## src/rtl/intr_sync_ctrl_pkg.sv

```systemverilog
// rtl/intr_sync_ctrl_pkg.sv - shared constants and helpers for the interrupt front-end
//
// Purpose: sense-mode encodings and a width helper used by intr_sync_ctrl and
// intr_chan_filter.
// Contents:
//   INTR_MODE_*  2-bit per-channel sense mode encodings
//   clog2_min1   ceil(log2(n)), never less than 1 (so a vector is always 1 bit or more)
package intr_pkg;

  localparam logic [1:0] INTR_MODE_LEVEL = 2'b00;
  localparam logic [1:0] INTR_MODE_RISE  = 2'b01;
  localparam logic [1:0] INTR_MODE_FALL  = 2'b10;
  localparam logic [1:0] INTR_MODE_BOTH  = 2'b11;

  function automatic int clog2_min1(input int n);
    return (n <= 2) ? 1 : $clog2(n);
  endfunction

endpackage

```

## src/rtl/intr_sync_ctrl_if.sv

```systemverilog
// rtl/intr_sync_ctrl_if.sv - clear/status bus between interrupt front-end and CPU glue
//
// Purpose: groups the clear strobe and the pending/irq status outputs.
// Signals:
//   clr_valid  one-cycle clear strobe
//   clr_mask   write-1-to-clear mask, qualified by clr_valid
//   pending    per-channel pending status
//   irq        aggregated level interrupt
//   irq_id     lowest active channel index
// Modports:
//   master  CPU/PLIC side: drives the clear, observes status
//   slave   intr_sync_ctrl side: accepts the clear, drives status
interface intr_sync_ctrl_if #(
  parameter int INTR_WIDTH = 8,
  parameter int ID_WIDTH   = 3
);

  logic                  clr_valid;
  logic [INTR_WIDTH-1:0] clr_mask;
  logic [INTR_WIDTH-1:0] pending;
  logic                  irq;
  logic [ID_WIDTH-1:0]   irq_id;

  modport master (
    output clr_valid,
    output clr_mask,
    input  pending,
    input  irq,
    input  irq_id
  );

  modport slave (
    input  clr_valid,
    input  clr_mask,
    output pending,
    output irq,
    output irq_id
  );

endinterface

```

## src/rtl/intr_sync_ctrl_chan_filter.sv

```systemverilog
// rtl/intr_sync_ctrl_chan_filter.sv - per-channel synchroniser, glitch filter and edge detector
//
// Purpose: brings one asynchronous interrupt line into the clk domain, rejects
// pulses shorter than the filter length and flags accepted level changes.
// Ports:
//   clk      in   clock
//   rstn     in   synchronous active-low reset
//   intr_in  in   raw asynchronous line
//   filt     out  filtered (accepted) level, registered
//   rise     out  one-cycle flag: filt went 0->1
//   fall     out  one-cycle flag: filt went 1->0
module intr_chan_filter
  import intr_pkg::*;
#(
  parameter int SYNC_STAGE    = 2,
  parameter int FILTER_CYCLES = 0
) (
  input  logic clk,
  input  logic rstn,
  input  logic intr_in,
  output logic filt,
  output logic rise,
  output logic fall
);

  // 0 and 1 both mean "accept after one cycle", i.e. no filtering.
  localparam int F  = (FILTER_CYCLES < 1) ? 1 : FILTER_CYCLES;
  localparam int CW = clog2_min1(F + 1);
  localparam logic [CW-1:0] CNT_LAST = CW'(F - 1);

  (* ASYNC_REG = "TRUE" *) logic [SYNC_STAGE-1:0] sync_q;
  logic          s;
  logic [CW-1:0] cnt_q;
  logic          filt_q;
  logic          filt_d_q;

  assign s = sync_q[SYNC_STAGE-1];

  always_ff @(posedge clk) begin
    if (!rstn) begin
      sync_q   <= '0;
      cnt_q    <= '0;
      filt_q   <= 1'b0;
      filt_d_q <= 1'b0;
    end else begin
      sync_q   <= {sync_q[SYNC_STAGE-2:0], intr_in};
      filt_d_q <= filt_q;
      // The counter tracks how long s has disagreed with the accepted level;
      // the cycle it reaches F consecutive disagreements the new level is taken.
      if (s != filt_q) begin
        if (cnt_q == CNT_LAST) begin
          filt_q <= s;
          cnt_q  <= '0;
        end else begin
          cnt_q <= cnt_q + CW'(1);
        end
      end else begin
        cnt_q <= '0;
      end
    end
  end

  assign filt = filt_q;
  assign rise = filt_q & ~filt_d_q;
  assign fall = ~filt_q & filt_d_q;

endmodule

```

## src/rtl/intr_sync_ctrl.sv

```systemverilog
// rtl/intr_sync_ctrl.sv - interrupt front-end: sync, filter, sense mode, pending and IRQ aggregation
//
// Purpose: per-channel sync/filter, programmable sense, sticky pending bits,
// one aggregated level irq and the lowest-index active channel id.
// Ports:
//   clk       in   single clock
//   rstn      in   synchronous active-low reset
//   intr_in   in   raw interrupt lines (asynchronous)
//   cfg_mode  in   per-channel sense [2i+1:2i]: 00 level, 01 rise, 10 fall, 11 both
//   cfg_en    in   per-channel enable, gates capture and reporting
//   bus       slave modport: clr_valid/clr_mask in, pending/irq/irq_id out
module intr_sync_ctrl
  import intr_pkg::*;
#(
  parameter int INTR_WIDTH    = 8,
  parameter int SYNC_STAGE    = 2,
  parameter int FILTER_CYCLES = 0,
  parameter int ID_WIDTH      = clog2_min1(INTR_WIDTH)
) (
  input  logic                    clk,
  input  logic                    rstn,
  input  logic [INTR_WIDTH-1:0]   intr_in,
  input  logic [2*INTR_WIDTH-1:0] cfg_mode,
  input  logic [INTR_WIDTH-1:0]   cfg_en,
  intr_sync_ctrl_if.slave         bus
);

  logic [INTR_WIDTH-1:0] filt;
  logic [INTR_WIDTH-1:0] rise;
  logic [INTR_WIDTH-1:0] fall;
  logic [INTR_WIDTH-1:0] pending_q;
  logic [INTR_WIDTH-1:0] pending_nxt;
  logic [INTR_WIDTH-1:0] active;
  logic                  irq_q;
  logic [ID_WIDTH-1:0]   irq_id_q;
  logic [ID_WIDTH-1:0]   id_nxt;

  for (genvar i = 0; i < INTR_WIDTH; i++) begin : g_chan
    intr_chan_filter #(
      .SYNC_STAGE    (SYNC_STAGE),
      .FILTER_CYCLES (FILTER_CYCLES)
    ) u_filter (
      .clk     (clk),
      .rstn    (rstn),
      .intr_in (intr_in[i]),
      .filt    (filt[i]),
      .rise    (rise[i]),
      .fall    (fall[i])
    );
  end

  always_comb begin
    pending_nxt = pending_q;
    for (int i = 0; i < INTR_WIDTH; i++) begin
      logic hit;
      hit = 1'b0;
      case (cfg_mode[2*i +: 2])
        INTR_MODE_RISE: hit = rise[i];
        INTR_MODE_FALL: hit = fall[i];
        INTR_MODE_BOTH: hit = rise[i] | fall[i];
        default:        hit = 1'b0;
      endcase
      if (cfg_mode[2*i +: 2] == INTR_MODE_LEVEL) begin
        // Level sense simply mirrors the filtered line; clears cannot stick.
        pending_nxt[i] = filt[i] & cfg_en[i];
      end else if (cfg_en[i] && hit) begin
        // A new edge beats a simultaneous clear so the event is never lost.
        pending_nxt[i] = 1'b1;
      end else if (bus.clr_valid && bus.clr_mask[i]) begin
        pending_nxt[i] = 1'b0;
      end
    end
  end

  // Disabled channels keep their pending bit but are hidden from irq/irq_id.
  assign active = pending_q & cfg_en;

  always_comb begin
    id_nxt = '0;
    for (int i = INTR_WIDTH - 1; i >= 0; i--) begin
      if (active[i]) begin
        id_nxt = ID_WIDTH'(i);
      end
    end
  end

  always_ff @(posedge clk) begin
    if (!rstn) begin
      pending_q <= '0;
      irq_q     <= 1'b0;
      irq_id_q  <= '0;
    end else begin
      pending_q <= pending_nxt;
      irq_q     <= |active;
      irq_id_q  <= id_nxt;
    end
  end

  assign bus.pending = pending_q;
  assign bus.irq     = irq_q;
  assign bus.irq_id  = irq_id_q;

endmodule

```

## src/flat_wrapper.sv

```systemverilog
// flat-port wrapper written by rule: the top's interface ports become plain ports
module intr_sync_ctrl_flat import intr_pkg::*;
#(
  parameter int INTR_WIDTH    = 8,
  parameter int SYNC_STAGE    = 2,
  parameter int FILTER_CYCLES = 0,
  parameter int ID_WIDTH      = clog2_min1(INTR_WIDTH)
)
  (clk, rstn, intr_in, cfg_mode, cfg_en, bus_clr_valid, bus_clr_mask, bus_pending, bus_irq, bus_irq_id);
  intr_sync_ctrl_if #(.INTR_WIDTH(INTR_WIDTH), .ID_WIDTH(ID_WIDTH)) bus_i ();
  input  logic clk;
  input  logic rstn;
  input  logic [INTR_WIDTH-1:0] intr_in;
  input  logic [2*INTR_WIDTH-1:0] cfg_mode;
  input  logic [INTR_WIDTH-1:0] cfg_en;
  input wire logic [$bits(bus_i.clr_valid)-1:0] bus_clr_valid;
  input wire logic [$bits(bus_i.clr_mask)-1:0] bus_clr_mask;
  output wire logic [$bits(bus_i.pending)-1:0] bus_pending;
  output wire logic [$bits(bus_i.irq)-1:0] bus_irq;
  output wire logic [$bits(bus_i.irq_id)-1:0] bus_irq_id;
  assign bus_i.clr_valid = bus_clr_valid;
  assign bus_i.clr_mask = bus_clr_mask;
  assign bus_pending = bus_i.pending;
  assign bus_irq = bus_i.irq;
  assign bus_irq_id = bus_i.irq_id;
  intr_sync_ctrl #(.INTR_WIDTH(INTR_WIDTH), .SYNC_STAGE(SYNC_STAGE), .FILTER_CYCLES(FILTER_CYCLES), .ID_WIDTH(ID_WIDTH)) u_core (.clk(clk), .rstn(rstn), .intr_in(intr_in), .cfg_mode(cfg_mode), .cfg_en(cfg_en), .bus(bus_i));
endmodule
```

## config.mk

```make
export PLATFORM = sky130hd
export DESIGN_NAME = intr_sync_ctrl_flat
export DESIGN_NICKNAME = d
export VERILOG_FILES = /design/src/rtl/intr_sync_ctrl_pkg.sv /design/src/rtl/intr_sync_ctrl_if.sv /design/src/rtl/intr_sync_ctrl_chan_filter.sv /design/src/rtl/intr_sync_ctrl.sv /design/src/flat_wrapper.sv
export SDC_FILE = /design/constraint.sdc
export NUM_CORES = 1
export LEC_CHECK = 0
export CAP_MARGIN = 20
export CORE_MARGIN = 4
export CORE_UTILIZATION = 40
export CTS_CLUSTER_SIZE = 24
export DETAILED_ROUTE_END_ITERATION = 10
export MAX_ROUTING_LAYER = met4
export PLACE_DENSITY = 0.7
export SETUP_SLACK_MARGIN = 0.15
export SLEW_MARGIN = 25
export SYNTH_ARGS = -nofsm -noshare
export SYNTH_HDL_FRONTEND = slang
export SYNTH_SLANG_ARGS = --single-unit
export TNS_END_PERCENT = 50
```

## constraint.sdc

```tcl
create_clock -name clk -period 1.1 [get_ports clk]
set_input_delay 0.275 -clock clk [delete_from_list [all_inputs] [get_ports clk]]
set_output_delay 0.275 -clock clk [all_outputs]
set_load 0.01 [all_outputs]
```

; ---- Word level (Yosys, flattened, before mapping)
; Cells that the tools add are included.
[totals]
register_bits = 52
inputBits = 43
elab_cells = 233
out_inout_bits = 12
[classes]
muxes = 39
add_sub_neg = 8
reduce_logical = 52
bitwise_logic = 58
eq_ne = 32
[ops]
columns = cell, count
row1 = $eq A2 B2 Y1 const B, 16
row2 = $mux W1, 25
row3 = $not A1 Y1, 25
row4 = $and A1 B1 Y1, 24
row5 = $pmux W1 S3, 8
row6 = $reduce_and A3 Y1, 8
row7 = $reduce_bool A3 Y1, 8
row8 = $eq A2 B1 Y1 const B, 8
row9 = $logic_and A1 B1 Y1, 16
row10 = $logic_not A2 Y1, 8
row11 = $reduce_and A2 Y1, 8
row12 = $mux W3, 4
row13 = $add A1 B1 Y1 const B, 8
row14 = $and A8 B8 Y8, 1
row15 = $ne A1 B1 Y1, 8
row16 = $or A1 B1 Y1, 8
row17 = $reduce_or A8 Y1, 1
row18 = $reduce_or A5 Y1, 1
row19 = $mux W2, 2
row20 = $reduce_or A3 Y1, 1
row21 = $reduce_or A2 Y1, 1

; ---- Logic depth before layout (Yosys ltp)
; Gate-level depths: netlist (run 1).
[logic_depth]
depth_word = 8
ltp_mapped = 5
mapped_depth_nobuf = 5

; ---- Modules after synthesis
; Synthesis (run 1) repeated with hierarchy kept, for this count alone.
[unflattened]
cells_unflattened = 194
hier_area_um2 = 1889.3
[by_module_without_submodules]
columns = mod, area_per_inst_um2, seq_area_each_um2, instances, cells_per_inst
row1 = intr_chan_filter, 151.4, 100.1, 8, 13
row2 = intr_sync_ctrl, 678.2, 240.2, 1, 90

; ---- Worst setup path before layout (run 1)
; No wires, ideal clock.
[synth_path]
path_type = reg2reg
startpoint = register u_core.g_chan[0].u_filter.filt_q
endpoint = register u_core.pending_q[0], in the netlist u_core.bus.pending[0]
setup_time_ns = 0.086
synth_period_minus_slack_ns = 1.129
path_stages_with_launch = 6
n_path_buf = 0
slack_ns = -0.029
arrival_time_ns = 1.043
t_required_ns = 1.014
path_cell_list = dfxtp_1 > inv_1 > ha_1 > nor2b_1 > o211ai_1 > a211oi_1
[synth_between]
elab_chain_len = 7
word_cells_on_any_way = 10
cone_classes = 3 x mux / 5 x bitwise / 2 x reduce/logical
[synth_lines]
columns = element, line_no
row1 = from (decl), intr_sync_ctrl_chan_filter.sv:34  ; logic filt_q;
row2 = from (signal assigned), intr_sync_ctrl_chan_filter.sv:52  ; filt_q <= s;
row3 = $not A1 Y1, intr_sync_ctrl_chan_filter.sv:65  ; assign fall = ~filt_q & filt_d_q;
row4 = $and A1 B1 Y1, intr_sync_ctrl_chan_filter.sv:65
row5 = $or A1 B1 Y1, intr_sync_ctrl.sv:60  ; INTR_MODE_BOTH: hit = rise[i] | fall[i];
row6 = $pmux W1 S3, intr_sync_ctrl.sv:57  ; case (cfg_mode[2*i +: 2])
row7 = $logic_and A1 B1 Y1, intr_sync_ctrl.sv:66  ; end else if (cfg_en[i] && hit) begin
row8 = $mux W1, intr_sync_ctrl.sv:66
row9 = $mux W1, intr_sync_ctrl.sv:63  ; if (cfg_mode[2*i +: 2] == INTR_MODE_LEVEL) begin
row10 = to (signal assigned), intr_sync_ctrl.sv:93  ; pending_q <= pending_nxt;
row11 = to (decl), intr_sync_ctrl.sv:31  ; logic [INTR_WIDTH-1:0] pending_q;
; Parallel ways exist; a longest one is shown, timed or not.
; A chain may end at the register's enable or synchronous reset.

; ---- Final worst setup path (run 1)
[layout_path]
startpoint = register u_core.pending_q[7], in the netlist u_core.bus.pending[7]
endpoint = register u_core.irq_id_q[1], in the netlist u_core.bus.irq_id[1]
[layout_between]
elab_chain_len = 7
[layout_lines]
columns = element, line_no
row1 = $and A8 B8 Y8, intr_sync_ctrl.sv:76  ; assign active = pending_q & cfg_en;
row2 = $mux W3 (4 in a row), intr_sync_ctrl.sv:81  ; if (active[i]) begin
row3 = $mux W2 (2 in a row), intr_sync_ctrl.sv:81
row4 = to (signal assigned), intr_sync_ctrl.sv:95  ; irq_id_q <= id_nxt;
row5 = to (decl), intr_sync_ctrl.sv:35  ; logic [ID_WIDTH-1:0] irq_id_q;
; No other way between the ends.

==> impl_metrics.json, run 1 <==
{
  "outcome": "complete, but fails checks",
  "violations": "setup timing",
  "dp_slack_ns": -0.373,
  "clk-insertion-delay-late_ns": 0.31,
  "ir_worst_vdd_mv": 0.828,
  "rsz0062_at_grt": "yes",
  "ys_types": 28,
  "grt_max_degree": 26,
  "cts_root_buf": "clkbuf_8",
  "ys.flop_type": "dfxtp_1",
  "critical_path_class": "flop to flop",
  "postSynth.asyncResetShare_pct": 0,
  "die_y_um": 81.6,
  "place.gp.congestion": 0.863,
  "cellPowerDensity_mw_per_mm2": 1090,
  "hpwl_um": 3450,
  "grt_pass1_vias": 1691,
  "diodes": 0,
  "synth.cell_area_mm2": 0.00217,
  "dieArea_mm2": 0.00666,
  "rr_endpoint": "u_core.bus.irq_id[1]$_SDFF_PP0_",
  "cp-start-kind": "flop",
  "r2r_slack_ns": -0.10,
  "first_iter_violations": 54,
  "final-hold-violation-count": 0,
  "nNetsFinal": 369,
  "setup_viol": 6,
  "worstSetupEndpoint": "u_core.bus.irq_id[1]$_SDFF_PP0_",
  "ys_warn_count": 0,
  "die_w_um": 81.6,
  "overflow": 0,
  "clock_skew_ns": 0.00913,
  "internal_power_mw": 2.75,
  "drc": 0,
  "area.growth.synth_to_final_pct": 54.2,
  "cts_tree": "built",
  "num_vias": 1772,
  "min_from": "rstn",
  "cp-end-kind": "flop",
  "power.leakage_nw": 1.35,
  "slew_viol_final": 0,
  "crit_path_cell_trace": "buf_6, a22o_4, a222oi_1, a211oi_1",
  "power_frac_comb_pct": 15.1,
  "grt_first_pass_wirelength_um": 7380,
  "syn_avg_cell_area_um2": 9.85,
  "cp_slowest_cell": "dfxtp_2",
  "cts.htree.levels": 2,
  "synth-seq-cells": 52,
  "portBuffers": 54,
  "crit_fanout": 2,
  "p_seq_share_pct": 54.5,
  "drive_above_1_share_pct": 35.4,
  "routed_via_density": 4.65,
  "ff2ff_path_depth": 4,
  "wire_per_inst_um": 11.8,
  "synth_edf_count": 0,
  "cts_buffer_depth": 2,
  "worst_path_largest_cell_delay_ns": 0.33,
  "wirelength_um": 4480,
  "fin_crit_sh_pct": 109,
  "antenna_found_initial": 0,
  "whs_ns": 0.362,
  "grtUsageTotal_pct": 14.6,
  "cts_made_buffers": 5,
  "initial_core_util_pct": 41.9,
  "hp-class": "input port to flop",
  "crit_path_start": "u_core.bus.pending[7]$_SDFFE_PN0P_",
  "max_freq_mhz": 832,
  "period_minus_slack_ns": 1.20,
  "r2r_start": "u_core.bus.pending[7]$_SDFFE_PN0P_",
  "arrival_ns": 1.39,
  "max-cap-violations": 0,
  "required_ns": 1.29,
  "design.core.area_mm2": 0.00517,
  "pwr-share-clk_pct": 30.4,
  "clk_pin_slew_worst_paths_ns": 0.10,
  "netlist_instances": 220,
  "p_switching_mw": 0.898,
  "fillers": 426,
  "cts.sinks": 52,
  "swShare_pct": 24.6,
  "postRouteAntennaNets": 0,
  "rows": 26,
  "pin_count": 55,
  "ys_seq_area_share_pct": 48.0,
  "drtPass1Iterations": 4,
  "setup_slack_ns": -0.102
}
==> flip-flops by register name, indices dropped and copies added (netlist names) <==
signal / flops
u_core.bus.pending: 8
u_core.g_chan.u_filter.cnt_q: 8
u_core.g_chan.u_filter.sync_q: 16
u_core.bus.irq_id: 3
u_core.g_chan.u_filter.filt: 8
u_core.bus.irq: 1
u_core.g_chan.u_filter.filt_d_q: 8
==> cell families after synthesis <==
kind of cell,synth area share [%]
adder cells (fa/ha/maj),9.24
flip-flops,48.0
AO/OA/AOI/OAI,15.4
other,0.173
AND/OR/NAND/NOR,18.0
multiplexers,3.70
buffers and inverters,5.48
==> routing by layer <==
layer	vias to the layer above	share of wire, %	global-route usage, %
met2	43	45	24.0
met4	0	1.9	5.48
li1	920	-	-
met5	-	0	-
met1	801	46	17.5
met3	8	6.7	3.29
==> through the flow <==
step	total power [mW]	std cells	setup TNS, ns	utilization, %	area (µm²)
after CTS	3.68	381	-0.319	63.2	3270
after floorplan	2.23	227	0	-	2350
final	3.65	381	-0.186	64.6	3340
after global placement	2.56	373	-7.81	61.1	3160
after global routing	3.82	381	-1.09	64.6	3340
after detailed placement	2.57	373	-8.08	61.1	3160
==> layout make-up <==
class | count | area, µm² | area share (%)
inverter | 25 | 111 | 3.33
clock buffer | 6 | 72.6 | 2.17
timing repair buffer | 80 | 732 | 21.9
sequential | 52 | 1090 | 32.5
clock inverter | 2 | 17.5 | 0.524
multi-input combinational | 146 | 1230 | 36.9
tap | 70 | 87.6 | 2.62
==> worst min path at each step <==
| stage | to | slack, ns | depth (start not counted) |
|---|---|---|---|
| final | u_core.bus.irq_id[1]$_SDFF_PP0_ | 0.36 | 3 |
| after global routing | u_core.bus.irq_id[1]$_SDFF_PP0_ | 0.41 | 3 |
| after CTS | u_core.g_chan[7].u_filter.sync_q[1]$_SDFF_PN0_ | 0.44 | 1 |
| after detailed placement | u_core.g_chan[7].u_filter.sync_q[1]$_SDFF_PN0_ | 0.42 | 1 |
| after global placement | u_core.g_chan[4].u_filter.sync_q[1]$_SDFF_PN0_ | 0.41 | 1 |
| after floorplan | u_core.bus.irq_id[1]$_SDFF_PP0_ | 0.37 | 1 |
==> placed cells by master (no fill, tap or decap), types with 6 or more instances in the layout <==
| master | netlist | routed |
|---|---|---|
| nor2b_1 | 15 | 12 |
| dfxtp_4 | 0 | 7 |
| and2_1 | 17 | 17 |
| dfxtp_1 | 52 | 29 |
| dfxtp_2 | 0 | 16 |
| a211oi_1 | 14 | 14 |
| buf_6 | 1 | 7 |
| nand2_1 | 15 | 14 |
| clkdlybuf4s50_1 | 0 | 41 |
| buf_2 | 2 | 6 |
| nor2_1 | 16 | 16 |
| inv_1 | 24 | 13 |
| o211ai_1 | 8 | 8 |
| buf_4 | 0 | 24 |
| ha_4 | 0 | 8 |
| mux2i_1 | 8 | 8 |
| inv_4 | 0 | 7 |
| conb_1 | 1 | 8 |
==> synth_stat cells, drive strengths merged (2+ instances only) <==
cell type,count,area share [%]
nor2,16,2.8
a22oi,2,0.92
inv,25,4.3
nor2b,15,4.3
and2,17,4.9
ha,16,9.2
dfxtp,52,48
nand2b,8,2.3
o211ai,8,2.8
mux2i,8,3.7
nand2,15,2.6
a32oi,8,3.2
buf,3,0.98
a211oi,17,6.6
==> power by group through the flow <==
stage / Combinational, mW / Sequential [mW] / Clock, mW
floorplan: 0.178 / 2.05 / 0
global placement: 0.523 / 2.04 / 0
detailed placement: 0.531 / 2.04 / 0
CTS: 0.532 / 1.99 / 1.15
global route: 0.604 / 2.00 / 1.22
finish: 0.550 / 1.99 / 1.11
==> critical path: cells and delay by family (launching register included) <==
kind | cells | cell delay (ns)
AOI/OAI and AO/OA | 3 | 0.64
DFF | 1 | 0.33
buffers and inverters | 1 | 0.11
==> what timing repair did <==
action                                  CTS  global route
endpoints found under the setup margin   24            27
pin swaps                                10             7
setup buffers                             0             0
gates resized for setup                  68            20
hold buffers                              0             0
Power figures use the tool's default switching activity.
==> run 2: changes to the inputs <==
- CORE_UTILIZATION: 40 -> 43
- PLACE_DENSITY: 0.7 -> 0.75
==> run 2 against run 1 <==
- count of clock-buffer cells in the layout is the same
- fmax grew 1.4%
- combinational power is essentially flat
- the run still ends with setup timing left
- global-route usage grew 1.9 points
- largest cell class unchanged
- final area grew 1.9%
- setup slack gained 0.017 ns
- critical path type unchanged
==> impl_metrics.json, run 2 (same netlist as run 1, synthesis figures left out) <==
{
  "hp-class": "flop to flop",
  "overflow": 0,
  "outcome": "complete, but fails checks",
  "hpwl_um": 3460,
  "cts_made_buffers": 5,
  "die_y_um": 79.0,
  "pin_count": 55,
  "cts.htree.levels": 2,
  "setup_viol": 5,
  "diodes": 0,
  "rows": 25,
  "slew_viol_final": 0,
  "largest_reg_flops": 16,
  "power.leakage_nw": 1.37,
  "num_vias": 1799,
  "setup-tns-final_ns": -0.218,
  "worstHoldPathCells": 1,
  "cts_buffer_depth": 2,
  "dieArea_mm2": 0.00624,
  "rsz0062_at_grt": "yes",
  "utilization_pct": 70.7,
  "clk-insertion-delay-late_ns": 0.30,
  "routed_via_density": 4.71,
  "cellPowerDensity_mw_per_mm2": 1150,
  "portBuffers": 54,
  "first_iter_violations": 53,
  "nNetsFinal": 373,
  "ctsHoldBuffers": 0,
  "violations": "setup timing",
  "cts_tree": "built",
  "fin_crit_sh_pct": 108,
  "ir_worst_vdd_mv": 0.847,
  "cp-start-kind": "flop",
  "drc": 0,
  "cp-end-kind": "flop",
  "cts.sinks": 52,
  "largest_register": "u_core.g_chan.u_filter.sync_q",
  "drive_above_1_share_pct": 36.5,
  "finish.instance_area_mm2": 0.00341,
  "die_w_um": 79.0,
  "ff2ff_path_depth": 4,
  "clock_skew_ns": 0.00649,
  "final-hold-violation-count": 0,
  "setup_slack_ns": -0.0846,
  "wirelength_um": 4600,
  "max-cap-violations": 0,
  "cts_root_buf": "clkbuf_8",
  "design.core.area_mm2": 0.00482,
  "final_common_cell": "clkdlybuf4s50_1",
  "grtUsageTotal_pct": 16.5,
  "arrival_ns": 1.37,
  "mostFrequentLayoutCells": "41 x clkdlybuf4s50_1, 27 x buf_4, 27 x dfxtp_1, 18 x dfxtp_2",
  "grt_first_pass_wirelength_um": 7890,
  "grt_max_degree": 26,
  "period_minus_slack_ns": 1.18,
  "max_freq_mhz": 844,
  "drtPass1Iterations": 4,
  "required_ns": 1.29,
  "placed_area_mm2": 0.00314,
  "wire_per_inst_um": 12.0,
  "crit_fanout": 2,
  "area.growth.synth_to_final_pct": 57.2,
  "place_inst": 369,
  "postRouteAntennaNets": 0,
  "place.gp.congestion": 0.824,
  "finalNonFillerCells": 382,
  "grt_pass1_vias": 1820,
  "dp_slack_ns": -0.405,
  "initial_core_util_pct": 45.0,
  "clk_pin_slew_worst_paths_ns": 0.09,
  "antenna_found_initial": 0,
  "critical_path_class": "flop to flop"
}
-- run 2: changes by cell type in the layout (fill, tap and decap cells not counted), sizes merged --
cell	before	now
dlygate4sd2	0	1
buf	38	42
clkinv	0	1
inv	27	25
bufinv	0	1
dlymetal6s2s	1	0
-- run 2: repair_timing --
action                     in CTS  in global routing
setup endpoints to repair      40                 43
setup buffers                   5                  0
pin swaps                      15                  6
hold endpoints to repair        0                  0
resized for setup              81                 14
-- run 2: worst paths after layout --
check                                                  from                                             end  slack (ns)
min          u_core.g_chan[7].u_filter.sync_q[0]$_SDFF_PN0_  u_core.g_chan[7].u_filter.sync_q[1]$_SDFF_PN0_        0.44
max reg2reg              u_core.bus.pending[6]$_SDFFE_PN0P_                 u_core.bus.irq_id[1]$_SDFF_PP0_       -0.08
max                      u_core.bus.pending[6]$_SDFFE_PN0P_                 u_core.bus.irq_id[1]$_SDFF_PP0_       -0.08
min reg2reg  u_core.g_chan[7].u_filter.sync_q[0]$_SDFF_PN0_  u_core.g_chan[7].u_filter.sync_q[1]$_SDFF_PN0_        0.44
-- run 2: area by class of cell --
| type | count | area [µm²] |
|---|---|---|
| clock buffer | 6 | 82.6 |
| clock inverter | 2 | 38.8 |
| fill | 374 | 1410 |
| inverter | 25 | 114 |
| multi-input combinational | 146 | 1220 |
| sequential | 52 | 1090 |
| tap | 67 | 83.8 |
| timing repair buffer | 84 | 772 |
-- run 2: stage by stage --
stage,hold WS [ns],power (mW)
after CTS,0.440,3.94
after global placement,0.413,2.55
after floorplan,0.375,2.23
final,0.437,3.90
after detailed placement,0.418,2.56
after global routing,0.459,4.10
-- run 2: worst max-delay path, stage by stage, from the launching register on --
cell and delay, ns:
dfxtp_2 0.34, buf_6 0.11, a22o_1 0.22, a222oi_1 0.32
a211oi_1 0.08
-- run 2: metal layers --
layer | wire (µm) | vias up | part of all wire [%] | GRT usage, %
li1 | - | 933 | - | -
met5 | 0 | - | 0 | -
met1 | 2030 | 814 | 44 | 18.6
met3 | 289 | 4 | 6.3 | 4.20
met2 | 2230 | 48 | 49 | 28.7
met4 | 53 | 0 | 1.2 | 5.15
-- run 2: power breakdown --
part / switching [mW] / leakage, nW / internal, mW
Combinational: 0.213 / 0.863 / 0.335
Clock: 0.617 / 0.0614 / 0.744
Sequential: 0.0418 / 0.441 / 1.95
Total: 0.872 / 1.37 / 3.03
==> edit 1, RTL diff (config.mk and constraints of run 2) <==
Reset style: asynchronous (`rstn`), changed in 2 clocked blocks. Comments in the files are not updated.
--- a/src/rtl/intr_sync_ctrl_chan_filter.sv
+++ b/src/rtl/intr_sync_ctrl_chan_filter.sv
@@ -38,3 +38,3 @@
 
-  always_ff @(posedge clk) begin
+  always_ff @(posedge clk or negedge rstn) begin
     if (!rstn) begin
--- a/src/rtl/intr_sync_ctrl.sv
+++ b/src/rtl/intr_sync_ctrl.sv
@@ -86,3 +86,3 @@
 
-  always_ff @(posedge clk) begin
+  always_ff @(posedge clk or negedge rstn) begin
     if (!rstn) begin
Formal check against the unedited RTL: differs if rstn is asserted again (counterexample within 10 cycles, from zero or initial values and one cycle with rstn low); with rstn held inactive, the same outputs for 10 cycles.
==> edit 1 against run 2 <==
  * Sequential cell count is 8 lower
  * Final cell count is 24% lower
  * Power is 6.4% lower
  * Largest power group unchanged
  * Synthesized area is 12% lower
  * The flow still finishes with violations (setup timing)
  * Cell area is 16% lower
  * Setup slack worse by 0.31 ns
  * Combinational power is 48% higher
  * Wire length is 6.4% lower
==> edit 1: results (changes against run 2) <==
Net count after synthesis: 218
CP endpoint: u_core.bus.pending[7] (was u_core.bus.irq_id[1])
PortBufs: 54 (unchanged)
CTS buffer count: 5 (unchanged)
Initial antenna violation count: 0 (unchanged)
Max H-tree Level: 2 (unchanged)
Reg with most FFs: u_core.g_chan.u_filter.sync_q (unchanged)
Largest buffer count on any clock path: 2 (unchanged)
Worst min path class: register to register (unchanged)
Syn avg cell area: 12.0 um^2 (was 9.85 um^2)
Vias in the first global route: 1594 (was 1820)
Setup WS post-layout: -0.396 ns (was -0.0846 ns)
Post-route insts no fill: 291 (was 382)
Final setup viols: 12 (was 5)
Status: complete, but fails checks (unchanged)
Crit path DAT: 1.68 ns (was 1.37 ns)
Synth cell types: 21 (was 28)
All-Layer GR Usage: 0.174 (was 0.165)
Dpl cells: 276 (was 369)
Initial DRC Count: 68 (was 53)
Post-detail-place hpwl: 3270 um (was 3460 um)
Hold slack: 0.342 ns (was 0.437 ns)
Worst path slowest cell: mux4_2 (was dfxtp_2)
Clk_lat worst skew: 0.29 ns
Worst VDD drop: 906 uV (was 847 uV)
CP Max Fanout: 2 (unchanged)
Hold path depth: 0 (was 1)
Pin count of the biggest net entering global routing: 45 (was 26)
Placed cell areas: 0.00267 mm^2 (was 0.00314 mm^2)
Fraction of layout cells with a size suffix above 1: 0.315 (was 0.365)
Leakage power: 1.36 nW (was 1.37 nW)
Crit-path max cell delay: 0.44 ns (was 0.34 ns)
Worst reg2reg path depth: 4 (unchanged)
Total wire length: 4310 um (was 4600 um)
Synth top area cells: dfrtp_1 58%, ha_1 10%, o211ai_1 3.9%, inv_1 3.7%, mux4_2 3.5% (was dfxtp_1 48%, ha_1 9.2%, and2_1 4.9%, a211oi_1 4.8%, nor2b_1 4.3%)
Failing checks: setup timing (unchanged)
Register area share after synthesis: 0.576 (was 0.480)
Final clock skew: 0.00882 ns (was 0.00649 ns)
Fillers: 289 (was 374)
Clock root buffer: clkbuf_8 (unchanged)
Clk slew on worst S/H paths: 0.08 ns
Least-Margin Pin Slew: 0.233 ns
GP Congestion: 0.813 (was 0.824)
# nets final: 299 (was 373)
RR Startpoint: u_core.g_chan[7].u_filter.filt (was u_core.bus.pending[6])
Antenna cells: 0 (unchanged)
Setup TNS Final: -1.45 ns (was -0.218 ns)
Async SR Flop Fraction: 1.00 (was 0)
Commonest cells in the synthesized netlist: 44 x dfrtp_1, 19 x inv_1, 16 x ha_1, 12 x nand2_1 (was 52 x dfxtp_1, 24 x inv_1, 17 x and2_1, 16 x ha_1, 16 x nor2_1)
Largest register FFs: 16 (unchanged)
Router iterations before antenna repair: 4 (unchanged)
CP Launch Type: register (unchanged)
Setup WS pre-CTS: -0.468 ns (was -0.405 ns)
First-pass GRT wire length: 6990 um (was 7890 um)
Ys Warns: 0 (unchanged)
DR vias/cell: 5.04 (was 4.71)
[edit 1: cell count changes in the layout (fill, tap and decap cells not counted), sizes merged, moves of 6 or more]
| cell | delta |
|---|---|
| mux2i | -8 |
| a211oi | -17 |
| and2 | -16 |
| dfrtp | +44 |
| dfxtp | -52 |
| nand2b | -8 |
| nor2 | -16 |
| conb | -8 |
| a32oi | -6 |
| inv | -6 |
[edit 1: logic make-up (layout without fill, tap and decap cells)]
kind of cell	after synthesis	count (layout)	share of synthesized area
flip-flops	44	44	0.576
AND/OR/NAND/NOR	37	37	0.107
buffers and inverters	28	110	0.0550
AO/OA/AOI/OAI	26	26	0.0923
adder cells (fa/ha/maj)	16	16	0.105
multiplexers	8	8	0.0648
[edit 1: power breakdown]
part,total [mW],internal [mW],switching [mW],leakage (nW)
Sequential,1.83,1.75,0.0772,0.521
Clock,1.01,0.512,0.500,0.0455
Combinational,0.809,0.471,0.338,0.789
Total,3.65,2.74,0.915,1.36
[edit 1: critical path: cells and delay by family (launching register included)]
kind / cells / cell delay (ns)
buffers and inverters: 1 / 0.15
adders and majority gates: 1 / 0.19
DFF: 1 / 0.41
AOI/OAI and AO/OA: 1 / 0.19
muxes: 1 / 0.44
[edit 1: worst min path at each step]
stage                                                    from                              to
final                     u_core.g_chan[7].u_filter.sync_q[1]  u_core.g_chan[7].u_filter.filt
after detailed placement                                 rstn  u_core.g_chan[0].u_filter.filt
after floorplan                                          rstn                  u_core.bus.irq
after global placement                                   rstn  u_core.g_chan[0].u_filter.filt
after global routing      u_core.g_chan[7].u_filter.sync_q[1]  u_core.g_chan[7].u_filter.filt
after CTS                 u_core.g_chan[7].u_filter.sync_q[1]  u_core.g_chan[7].u_filter.filt
[edit 1: routing by layer]
layer / GRT usage / vias up / wire, um
li1: - / 694 / -
met1: 0.195 / 714 / 1750
met2: 0.292 / 48 / 2120
met3: 0.0534 / 12 / 300
met4: 0.0672 / 0 / 133
met5: - / - / 0
[edit 1: repair_timing]
item,in CTS,in global routing
setup endpoints to repair,24,24
resized for setup,60,19
endpoints found under the hold margin,44,0
hold buffers,1,0
pin swaps,8,12
buffers inserted,4,2
[edit 1: area by class of cell]
cell class                 count  area, um^2  area share
multi-input combinational     87         817       0.286
clock buffer                   8        90.1      0.0315
timing repair buffer          83         717       0.251
sequential                    44        1100       0.385
inverter                      19        71.3      0.0249
tap                           50        62.6      0.0219
==> edit 2, RTL diff (config.mk and constraints of run 2) <==
Without the edit above. `SYNC_STAGE` is set to 2 in 3 places; all go to 4.
--- a/src/rtl/intr_sync_ctrl_chan_filter.sv
+++ b/src/rtl/intr_sync_ctrl_chan_filter.sv
@@ -14,3 +14,3 @@
 #(
-  parameter int SYNC_STAGE    = 2,
+  parameter int SYNC_STAGE    = 4,
   parameter int FILTER_CYCLES = 0
--- a/src/rtl/intr_sync_ctrl.sv
+++ b/src/rtl/intr_sync_ctrl.sv
@@ -15,3 +15,3 @@
   parameter int INTR_WIDTH    = 8,
-  parameter int SYNC_STAGE    = 2,
+  parameter int SYNC_STAGE    = 4,
   parameter int FILTER_CYCLES = 0,
--- a/src/flat_wrapper.sv
+++ b/src/flat_wrapper.sv
@@ -4,3 +4,3 @@
   parameter int INTR_WIDTH    = 8,
-  parameter int SYNC_STAGE    = 2,
+  parameter int SYNC_STAGE    = 4,
   parameter int FILTER_CYCLES = 0,
Check against the original RTL: not equivalent (Yosys sat finds a counterexample within 10 cycles, from zero or initial values and one cycle with rstn low).
==> edit 2 against run 2 <==
  * The run still ends with setup timing left
  * Cell area is 16% higher
  * Die area is 16% higher
  * Power is 30% higher
  * Utilization is 0.69 points lower
  * Hold slack worse by 0.035 ns
  * Sequential cell count is 16 higher
  * Setup slack better by 0.023 ns
  * Synthesized area is 18% higher
  * Sequential power is 29% higher
  * Wire length is 18% higher
  * Critical path type unchanged
  * Critical endpoint unchanged
  * Largest power group unchanged
  * Highest routed layer unchanged
==> edit 2: results (changes against run 2) <==
First-pass GRT wire length: 9250 um (was 7890 um)
Commonest cells in the synthesized netlist: 68 x dfxtp_1, 33 x and2_1, 24 x inv_1, 17 x a211oi_1 (was 52 x dfxtp_1, 24 x inv_1, 17 x and2_1, 16 x ha_1, 16 x nor2_1)
M2 GR Usage: 0.256 (was 0.287)
Met3 Use GR: 0.0388 (was 0.0420)
Vias in the first global route: 2073 (was 1820)
Hold EP: u_core.bus.irq_id[2] (was u_core.g_chan[7].u_filter.sync_q[1])
Status: complete, but fails checks (unchanged)
Fraction of layout cells with a size suffix above 1: 0.352 (was 0.365)
All-Layer GR Usage: 0.164 (was 0.165)
CP Max Fanout: 2 (unchanged)
Setup TNS Final: -0.177 ns (was -0.218 ns)
# nets final: 412 (was 373)
Leakage power: 1.61 nW (was 1.37 nW)
M1 GR Usage: 0.201 (was 0.186)
Setup WS post-layout: -0.0612 ns (was -0.0846 ns)
Max H-tree Level: 3 (was 2)
Final setup viols: 6 (was 5)
Pin count of the biggest net entering global routing: 33 (was 26)
Fillers: 407 (was 374)
Register area share after synthesis: 0.530 (was 0.480)
Reg with most FFs: u_core.g_chan.u_filter.sync_q (unchanged)
Initial DRC Count: 68 (was 53)
Hold path start: rstn (was u_core.g_chan[7].u_filter.sync_q[0])
Hold slack: 0.403 ns (was 0.437 ns)
Per-cell routed wire length: 12.6 um (was 12.0 um)
Worst min path class: input port to register (was register to register)
RR Startpoint: u_core.bus.pending[7] (was u_core.bus.pending[6])
Synth top area cells: dfxtp_1 53%, and2_1 8.0%, ha_1 7.8%, a211oi_1 5.0%, nor2b_1 3.7% (was dfxtp_1 48%, ha_1 9.2%, and2_1 4.9%, a211oi_1 4.8%, nor2b_1 4.3%)
Failing checks: setup timing (unchanged)
Synth cell types: 25 (was 28)
Worst reg2reg path endpoint: u_core.bus.irq_id[1] (unchanged)
CTS buffer count: 9 (was 5)
Post-detail-place hpwl: 3690 um (was 3460 um)
Final clock skew: 0.00879 ns (was 0.00649 ns)
Hold path depth: 3 (was 1)
Worst VDD drop: 752 uV (was 847 uV)
Clk slew on worst S/H paths: 0.07 ns (was 0.09 ns)
Largest register FFs: 32 (was 16)
Clk_lat worst skew: 0.34 ns (was 0.30 ns)
[edit 2: cell types whose count changed after synthesis, moves of 3 or more]
cell / before / now
a211oi_1: 14 / 17
a211oi_2: 3 / 0
clkbuf_1: 1 / 5
dfxtp_1: 52 / 68
and2_1: 17 / 33
[edit 2: worst max path at each step]
stage / start / to / cells past startpoint
floorplan: u_core.g_chan[0].u_filter.filt / u_core.bus.pending[0] / 5
global placement: cfg_en[7] / u_core.bus.irq_id[1] / 4
detailed placement: cfg_en[7] / u_core.bus.irq_id[1] / 4
CTS: u_core.bus.pending[6] / u_core.bus.irq_id[1] / 4
global route: u_core.g_chan[6].u_filter.filt / u_core.bus.pending[6] / 5
finish: u_core.bus.pending[7] / u_core.bus.irq_id[1] / 4
[edit 2: per-stage QoR]
stage / std cells / power [mW] / utilization / cell area, um^2
after CTS: 428 / 5.10 / 0.684 / 3860
after global placement: 403 / 3.08 / 0.620 / 3500
after detailed placement: 403 / 3.09 / 0.620 / 3500
after global routing: 430 / 5.28 / 0.700 / 3950
final: 430 / 5.06 / 0.700 / 3950
after floorplan: 261 / 2.78 / - / 2710
[edit 2: area by class of cell]
cell class / instances / share of cell area
clock buffer: 12 / 0.0367
tap: 72 / 0.0228
sequential: 68 / 0.356
inverter: 25 / 0.0288
multi-input combinational: 162 / 0.337
clock inverter: 4 / 0.0124
timing repair buffer: 87 / 0.206
[edit 2: logic make-up (layout without fill, tap and decap cells)]
logic type / count (synthesis) / after routing / share of synthesized area
other cells: 1 / 8 / 0.00146
flops: 68 / 68 / 0.530
buf+inv: 31 / 128 / 0.0458
compound gates: 40 / 40 / 0.122
fa+ha+maj: 16 / 16 / 0.0780
mux: 8 / 8 / 0.0312
simple gates: 90 / 90 / 0.191
[edit 2: worst max-delay path, stage by stage (launching register included)]
cell	delay, ns
dfxtp_2	0.33
buf_6	0.11
a22o_1	0.23
a222oi_1	0.30
a211oi_1	0.07
[edit 2: where the power goes]
part	switching, mW	total [mW]	internal [mW]
combinational	0.205	0.520	0.314
clock	0.870	1.98	1.11
sequential	0.0313	2.56	2.53
[edit 2: what timing repair did]
| action | CTS | global route |
|---|---|---|
| resized for setup | 96 | 18 |
| setup buffers | 9 | 2 |
| endpoints found under the setup margin | 39 | 57 |
| pin swaps | 18 | 4 |
[edit 2: metal layers]
| metal | part of all wire | wire (um) |
|---|---|---|
| met5 | 0 | 0 |
| met4 | 0.021 | 116 |
| met3 | 0.060 | 326 |
| met2 | 0.44 | 2410 |
| met1 | 0.47 | 2580 |
